[src/rtl/datapath_pkg.sv]
// Constants shared by the multicycle datapath blocks (PC register, PC adder,
// memory address mux and branch unit).
package datapath_pkg;

  localparam int unsigned          PC_WIDTH       = 16;
  localparam logic [PC_WIDTH-1:0]  PC_RESET_VALUE = 16'h0000;

endpackage : datapath_pkg

[src/rtl/pc_write_ctrl.sv]
// PC load-enable decode: unconditional write, or a branch write qualified by
// the ALU zero flag (beq takes on zero, bne takes on non-zero).
module pc_write_ctrl (
  input  logic PCWrite,
  input  logic PCWriteBeq,
  input  logic PCWriteBne,
  input  logic Is_Zero,
  output logic en
);

  // With both branch strobes up, exactly one term is true, so the PC loads.
  assign en = PCWrite | (PCWriteBeq & Is_Zero) | (PCWriteBne & ~Is_Zero);

endmodule : pc_write_ctrl

[src/rtl/pc_register.sv]
// Program-counter state register: holds the current instruction address and
// loads DataIn on a qualifying write; reset wins over any pending load.
module pc_register
  import datapath_pkg::*;
#(
  parameter int unsigned           WIDTH       = PC_WIDTH,
  parameter logic [WIDTH-1:0]      RESET_VALUE = WIDTH'(PC_RESET_VALUE)
) (
  input  logic             CLK,
  input  logic             Reset,
  input  logic [WIDTH-1:0] DataIn,
  input  logic             PCWrite,
  input  logic             PCWriteBeq,
  input  logic             PCWriteBne,
  input  logic             Is_Zero,
  output logic [WIDTH-1:0] DataOut
);

  logic             en;
  logic [WIDTH-1:0] pc_reg;

  pc_write_ctrl u_pc_write_ctrl (
    .PCWrite    (PCWrite),
    .PCWriteBeq (PCWriteBeq),
    .PCWriteBne (PCWriteBne),
    .Is_Zero    (Is_Zero),
    .en         (en)
  );

  always_ff @(posedge CLK) begin
    if (Reset) begin
      pc_reg <= RESET_VALUE;
    end else if (en) begin
      pc_reg <= DataIn;
    end
  end

  // Straight from the flops so the instruction-memory address is glitch-free.
  assign DataOut = pc_reg;

endmodule : pc_register

[config.mk]
export PLATFORM = sky130hd
export DESIGN_NAME = pc_register
export DESIGN_NICKNAME = d
export VERILOG_FILES = /design/src/rtl/datapath_pkg.sv /design/src/rtl/pc_write_ctrl.sv /design/src/rtl/pc_register.sv
export SDC_FILE = /design/constraint.sdc
export NUM_CORES = 1
export LEC_CHECK = 0
export ABC_AREA = 1
export BUFFER_PORTS_ARGS = -buffer_cell sky130_fd_sc_hd__buf_2
export CAP_MARGIN = 20
export CORE_UTILIZATION = 40
export DETAILED_ROUTE_END_ITERATION = 10
export HOLD_SLACK_MARGIN = 0.03
export PLACE_DENSITY = 0.85
export SYNTH_ARGS = -nofsm -noshare
export SYNTH_HDL_FRONTEND = slang
export SYNTH_HIERARCHICAL = 1
export SYNTH_SLANG_ARGS = --single-unit
[constraint.sdc]
create_clock -name CLK -period 1.06 [get_ports CLK]
set_input_delay 0.106 -clock CLK [delete_from_list [all_inputs] [get_ports CLK]]
set_output_delay 0.106 -clock CLK [all_outputs]
set_load 0.03 [all_outputs]
==> summary.md, run 1 <==
| Metric | Value |
|---|---|
| Status | complete, but fails checks |
| Failing checks | design-rule violations |
| Diode count | 0 |
| Worst hold start | DataIn[7] |
| DP Wirelength | between 1000 and 1500 microns |
| Switch share | roughly 30% |
| Initial antenna violation count | 0 |
| Synth Net Count | 128 |
| Min-Delay Path Class | input pin to flip-flop |
| Slowest cell delay on critical path | 0.36 ns |
| Measured slew at the worst slew-check pin | about 0.44 ns |
| Resized Gates After CTS | 0 |
| Gpl congestion | 0.586 |
| GRT Overall Usage | between 15 and 20% |
| Crit-path slowest cell | dfxtp_1 |
| Final Slew Violations | 0 |
| Die area | about 1900 sq um |
| Final setup skew | 0 ns |
| Hold buffers post-CTS | 0 |
| Finished layout cell area | around 920 sq um |
| PD cells | between 1500 and 2000 nW/um^2 |
| Global-route wire length before repair | 2170 microns |
| Final Hold Vio Count | 0 |
| H-tree depth | 1 |
| F_max | roughly 1100 MHz |
| Crit path buffers/inverters | 1 |
| Post-Synthesis Cells | around 110 |
| Internal | between 0.9 and 1 mW |
| Die Y | between 40 and 50 microns |
| LEAKAGE | around 0.6 nW |
| Switching power | 0.412 mW |
| Register area share after synthesis | roughly 46% |
| TritonCTS clock tree | done |
| Final Cycle Share | slightly below 90% |
| Clk network pwr share | between 20% and 30% |
| Vias in the first global route | approximately 550 |
| Clk Tree Root Cell | clkbuf_4 |
| Initial Util | 44.3% |
| Worst Path Required | around 0.95 ns |
| Final min period | 0.946 ns |
| CP Cell Sequence | buf_2 |
| Worst vdd ir | around 0.57 mV |
| Number of CTS-inserted buffers | 3 |
| Via count | a little under 700 |
| Vias/cell | 4.21 |
| Initial DRC Count | 20 |
| DRC viols | 4 |
| Sequential share of power | between 40 and 50% |
| I/O pin cnt | 38 |
| Port Buf Inserts | 37 |
| Max FFs per register | 16 |
| Ys Warns | 6 |
| Worst Setup End Kind | output pin |
| Synthesized flop and latch total | 16 |
| Row count | 14 |
| Final wirelength | ~1400 microns |
| RSZ-0062 raised after global routing | false |
| Worst relative slew slack | 70.8% |
| Crit-path max FO | 2 |
| Setup CP Type | flip-flop to output pin |
| Final ANT Viol Nets | 0 |
| Setup TNS | 0 ns |
| Final #Nets | 167 |
| Final setup violation count | 0 |
| Clk_lat worst skew | between 0.2 and 0.3 ns |
| Clock Path Buffers | 2 |
| Placed cell area | slightly below 900 sq um |
| Crit path launch | DataOut[5] |
| Distinct cells, synth | 9 |
| Total chip power | between 1 and 1.5 mW |
| 1st-pass router iterations | 7 |
| CTS Sinks | 16 |
| Post-CTS Setup Repair Bufs | 0 |
| Top delay family on crit path | flip-flops |
| R2r startpoint | DataOut[5] |
| Avg WL per Cell | approximately 8.5 microns |
| Share of layout cells above drive strength 1 | 31.9% |
| Logic gate share of total power | a little under a quarter |
| WP data arrival | approximately 0.84 ns |
| Synthesized area | 698 sq um |
| Max Cap Viol | 0 |
| CP Launch Type | flip-flop |
| Largest net degree at the start of global routing | 33 |
| Syn Area/Cell | 6.59 sq um |
| Worst-path clk slew | 0.09 ns |
| Core Area | between 1500 and 2000 sq um |
| Die Wd | around 44 microns |
| Area grow syn2layout | 31.5% |
| Gr ovfl total | 0 |
==> cells in the final DEF (no fill, tap or decap) <==
cell      count
buf_2        37
nand3_2       1
buf_12        1
nand2_1      33
nor2_1       30
nand2_2       1
nor2_2        2
dfxtp_1      16
clkbuf_4      3
inv_1        19
clkbuf_8      1
==> cell type report <==
type | count | area, sq um
fillers | 158 | 658
flip-flops and latches | 16 | 320
multi-input cells | 67 | 265
repair buffers | 38 | 205
inverters | 19 | 71.3
clock buffers | 4 | 36.3
well taps | 16 | 20.0
==> synth_stat cells <==
cell type	n	area share, %
inv_1	19	10
nor2_2	2	1.8
nand2_2	1	0.90
nand3_2	1	1.4
nand2_1	33	18
buf_6	3	4.8
buf_4	1	1.1
dfxtp_1	16	46
nor2_1	30	16
==> kinds of logic after synthesis <==
kind of cell / Yosys count / share of synthesized area, %
flops: 16 / 45.9
buf+inv: 23 / 16.1
simple gates: 67 / 38.0
==> worst paths after layout <==
check	endpoint	slack [ns]	depth (start not counted)
hold / removal	DataOut[7]	0.11	5
hold reg to reg	DataOut[15]	0.47	2
setup reg to reg	DataOut[5]	0.47	2
setup / recovery	DataOut[5]	0.11	1
==> through the flow <==
step                      setup WS (ns)  hold WS (ns)  cells  util (%)
after floorplan                   0.333         0.294    106         -
after global placement            0.241         0.393    156      56.0
after detailed placement          0.192         0.408    156      56.0
after CTS                         0.111         0.106    160      58.3
after global routing             0.0707         0.114    160      58.3
final                             0.114         0.113    160      58.3
==> power groups by stage <==
stage | Clock [mW] | Sequential [mW] | Combinational (mW)
4_1_cts | 0.408 | 0.673 | 0.321
3_5_place_dp | 0 | 0.687 | 0.321
5_1_grt | 0.430 | 0.679 | 0.351
3_3_place_gp | 0 | 0.685 | 0.311
6_report | 0.392 | 0.673 | 0.319
2_1_floorplan | 0 | 0.783 | 0.128
==> routing by layer <==
layer	share of wire, %	GRT usage, %	vias up
li1	-	-	374
met5	0	0	-
met2	48	24.5	25
met1	45	18.9	272
met3	6.5	5.00	2
met4	0.44	5.63	0
No activity file was read; power rests on OpenSTA's default activity.
==> inputs of run 2 (changes only) <==
- ABC_AREA: 1 -> default
- PLACE_DENSITY: 0.85 -> 0.88
==> run 2 against run 1 <==
Net effect: the run now ends clean; utilization increased by 1.8 points; cell count decreased by 33%; first-iteration DRC count decreased by 95%; final area decreased by 12%; critical path depth unchanged; die area decreased by 14%; synthesized cell count decreased by 49%; global-route usage decreased by 0.99 points; sequential power decreased by 2%; non-clock buffer count increased by 1; largest power group unchanged.
==> summary.md, run 2 <==
| Metric | Value |
|---|---|
| Placed cell count | 104 |
| Die area | about 1600 sq um |
| WP data arrival | slightly above 0.8 ns |
| Via count | 509 |
| Final setup violation count | 0 |
| Final Cycle Share | 87.7% |
| Most frequent cells in the layout | buf_2, dfxtp_1, mux2i_1, nor2_1, clkbuf_4 |
| Min-Delay Path Class | input pin to flip-flop |
| Top delay family on crit path | flip-flops |
| Max Cap Viol | 0 |
| Final Slew Violations | 0 |
| WHS Path Cells | 3 |
| Crit-path slowest cell | dfxtp_1 |
| Ys async rst share | 0% |
| Worst hold start | DataIn[6] |
| Clk network pwr share | 29.3% |
| Placement Setup Slack | -0.0552 ns |
| Final #Nets | 116 |
| Synthesized area | a little under 600 sq um |
| Hold slack | around 0.059 ns |
| Hold buffers post-CTS | 0 |
| Final min period | around 0.93 ns |
| Finished layout cell area | 811 sq um |
| Ys Warns | 6 |
| Syn Area/Cell | around 11 sq um |
| Synthesized flop and latch total | 16 |
| Final Hold Vio Count | 0 |
| Final Core Density | between 60% and 70% |
| Final wirelength | 1100 microns |
| Global-route wire length before repair | between 1000 and 1500 microns |
| Share of layout cells above drive strength 1 | approximately 46% |
| DRC viols | 0 |
| Synth Net Count | 76 |
| H-tree depth | 1 |
| Clock Path Buffers | 2 |
| Die Y | approximately 41 microns |
| Avg WL per Cell | 10.2 microns |
| Die Wd | a little over 40 microns |
| Post-synth top flop | dfxtp_1 |
| Crit path buffers/inverters | 1 |
| Post-Synthesis Cells | 54 |
| Post-CTS Setup Repair Bufs | 0 |
| Switching power | approximately 0.35 mW |
| Final setup skew | 0 ns |
| LEAKAGE | 0.486 nW |
| Setup CP Type | flip-flop to output pin |
| Distinct cells, synth | 9 |
| Total chip power | ~1.3 mW |
| DP Wirelength | 868 microns |
| Top cell type's share of synthesized area | between 50% and 60% |
| Sequential share of power | around 51% |
| 1st-pass router iterations | 5 |
| Clk Tree Root Cell | clkbuf_4 |
| R2r worst-path depth | 2 |
| RSZ-0062 raised after global routing | false |
| Number of CTS-inserted buffers | 3 |
| Crit-path max FO | 2 |
| Max FFs per register | 16 |
| Largest net degree at the start of global routing | 17 |
| TritonCTS clock tree | done |
| Measured slew at the worst slew-check pin | 0.268 ns |
| Port Buf Inserts | 37 |
| Worst Path Required | 0.95 ns |
| PD cells | between 1500 and 2000 nW/um^2 |
| Logic gate share of total power | 20.1% |
| Post-synth EDFFs | 0 |
| Worst-path clk slew | around 0.090 ns |
| CTS Sinks | 16 |
| Worst vdd ir | approximately 1.1 mV |
| Crit path launch | DataOut[13] |
| Commonest non-fill, non-tap cell in the layout | buf_2 |
| Row count | 13 |
| R2r startpoint | DataOut[13] |
| Clk_lat worst skew | 0.27 ns |
| Final ANT Viol Nets | 0 |
| Cell accounting for the most synthesized area | dfxtp_1 |
| Initial antenna violation count | 0 |
| Gr ovfl total | 0 |
| Placed cell area | about 770 sq um |
| I/O pin cnt | 38 |
| Internal | between 0.9 and 1 mW |
| Synth area leaders | dfxtp_1, mux2i_1, nor2_1, buf_12, buf_6 |
| Core Area | 1350 sq um |
| Resized Gates After CTS | 0 |
| Vias in the first global route | 387 |
| Area grow syn2layout | 36.1% |
| Initial Util | around 44% |
| RR Endpoint | DataOut[13] |
| Final-layout fill cell count | 122 |
| Register area share after synthesis | 53.8% |
| Vias/cell | roughly 4.7 |
| Status | finished, final reports clean |
| Post-Layout Cell Count | between 100 and 150 |
| Slowest cell delay on critical path | around 0.35 ns |
| Setup TNS | 0 ns |
| Synth top cells by count | dfxtp_1, mux2i_1, nor2_1 |
| CP Launch Type | flip-flop |
| Switch share | approximately a quarter |
| Diode count | 0 |
| Hold EP | DataOut[6] |
| GRT Overall Usage | roughly 14% |
| Worst relative slew slack | about 80% |
| Post-route setup slack | between 0.1 and 0.15 ns |
| Initial DRC Count | 1 |
| Worst Setup End Kind | output pin |
| CP Cell Sequence | buf_2 |
| Gpl congestion | about 0.57 |
| F_max | approximately 1100 MHz |
| Reg2Reg Setup Slack | ~0.43 ns |
-- run 2: cell count changes after synthesis, moves of 2 or more --
| cell | before | now |
|---|---|---|
| buf_6 | 3 | 1 |
| inv_1 | 19 | 0 |
| nor2_1 | 30 | 16 |
| nand2_1 | 33 | 0 |
| mux2i_1 | 0 | 16 |
| nor2_2 | 2 | 0 |
-- run 2: power by group through the flow --
stage | Sequential [mW] | Combinational (mW) | Clock [mW]
floorplan | 0.759 | 0.103 | 0
global placement | 0.674 | 0.260 | 0
detailed placement | 0.675 | 0.265 | 0
CTS | 0.662 | 0.266 | 0.403
global route | 0.666 | 0.285 | 0.430
finish | 0.661 | 0.262 | 0.383
-- run 2: worst max path at each step --
stage                     cells past startpoint          end
after floorplan                               6  DataOut[10]
after global placement                        6  DataOut[15]
after detailed placement                      6  DataOut[13]
after CTS                                     1   DataOut[4]
after global routing                          1   DataOut[4]
final                                         1  DataOut[13]
-- run 2: kinds of logic after synthesis --
logic type / Yosys count / synth area share, %
AO/OA/AOI/OAI: 1 / 1.47
buffers and inverters: 4 / 6.72
flip-flops: 16 / 53.8
multiplexers: 16 / 26.9
AND/OR/NAND/NOR: 17 / 11.1
-- run 2: per-layer routing --
metal,share of wire [%],wire length [microns],global-route usage (%),vias to the layer above
li1,-,-,-,259
met1,42,458,13.9,232
met2,53,585,24.6,18
met3,5.2,57,5.00,0
met4,0,0,10.0,0
met5,0,0,0,-
-- run 2: final cells by class --
cell class                 count  area (sq um)  area share, %
tap                           15          18.8           2.31
timing repair buffer          39           200           24.7
clock buffer                   4          36.3           4.48
multi-input combinational     34           235           29.0
sequential                    16           320           39.5
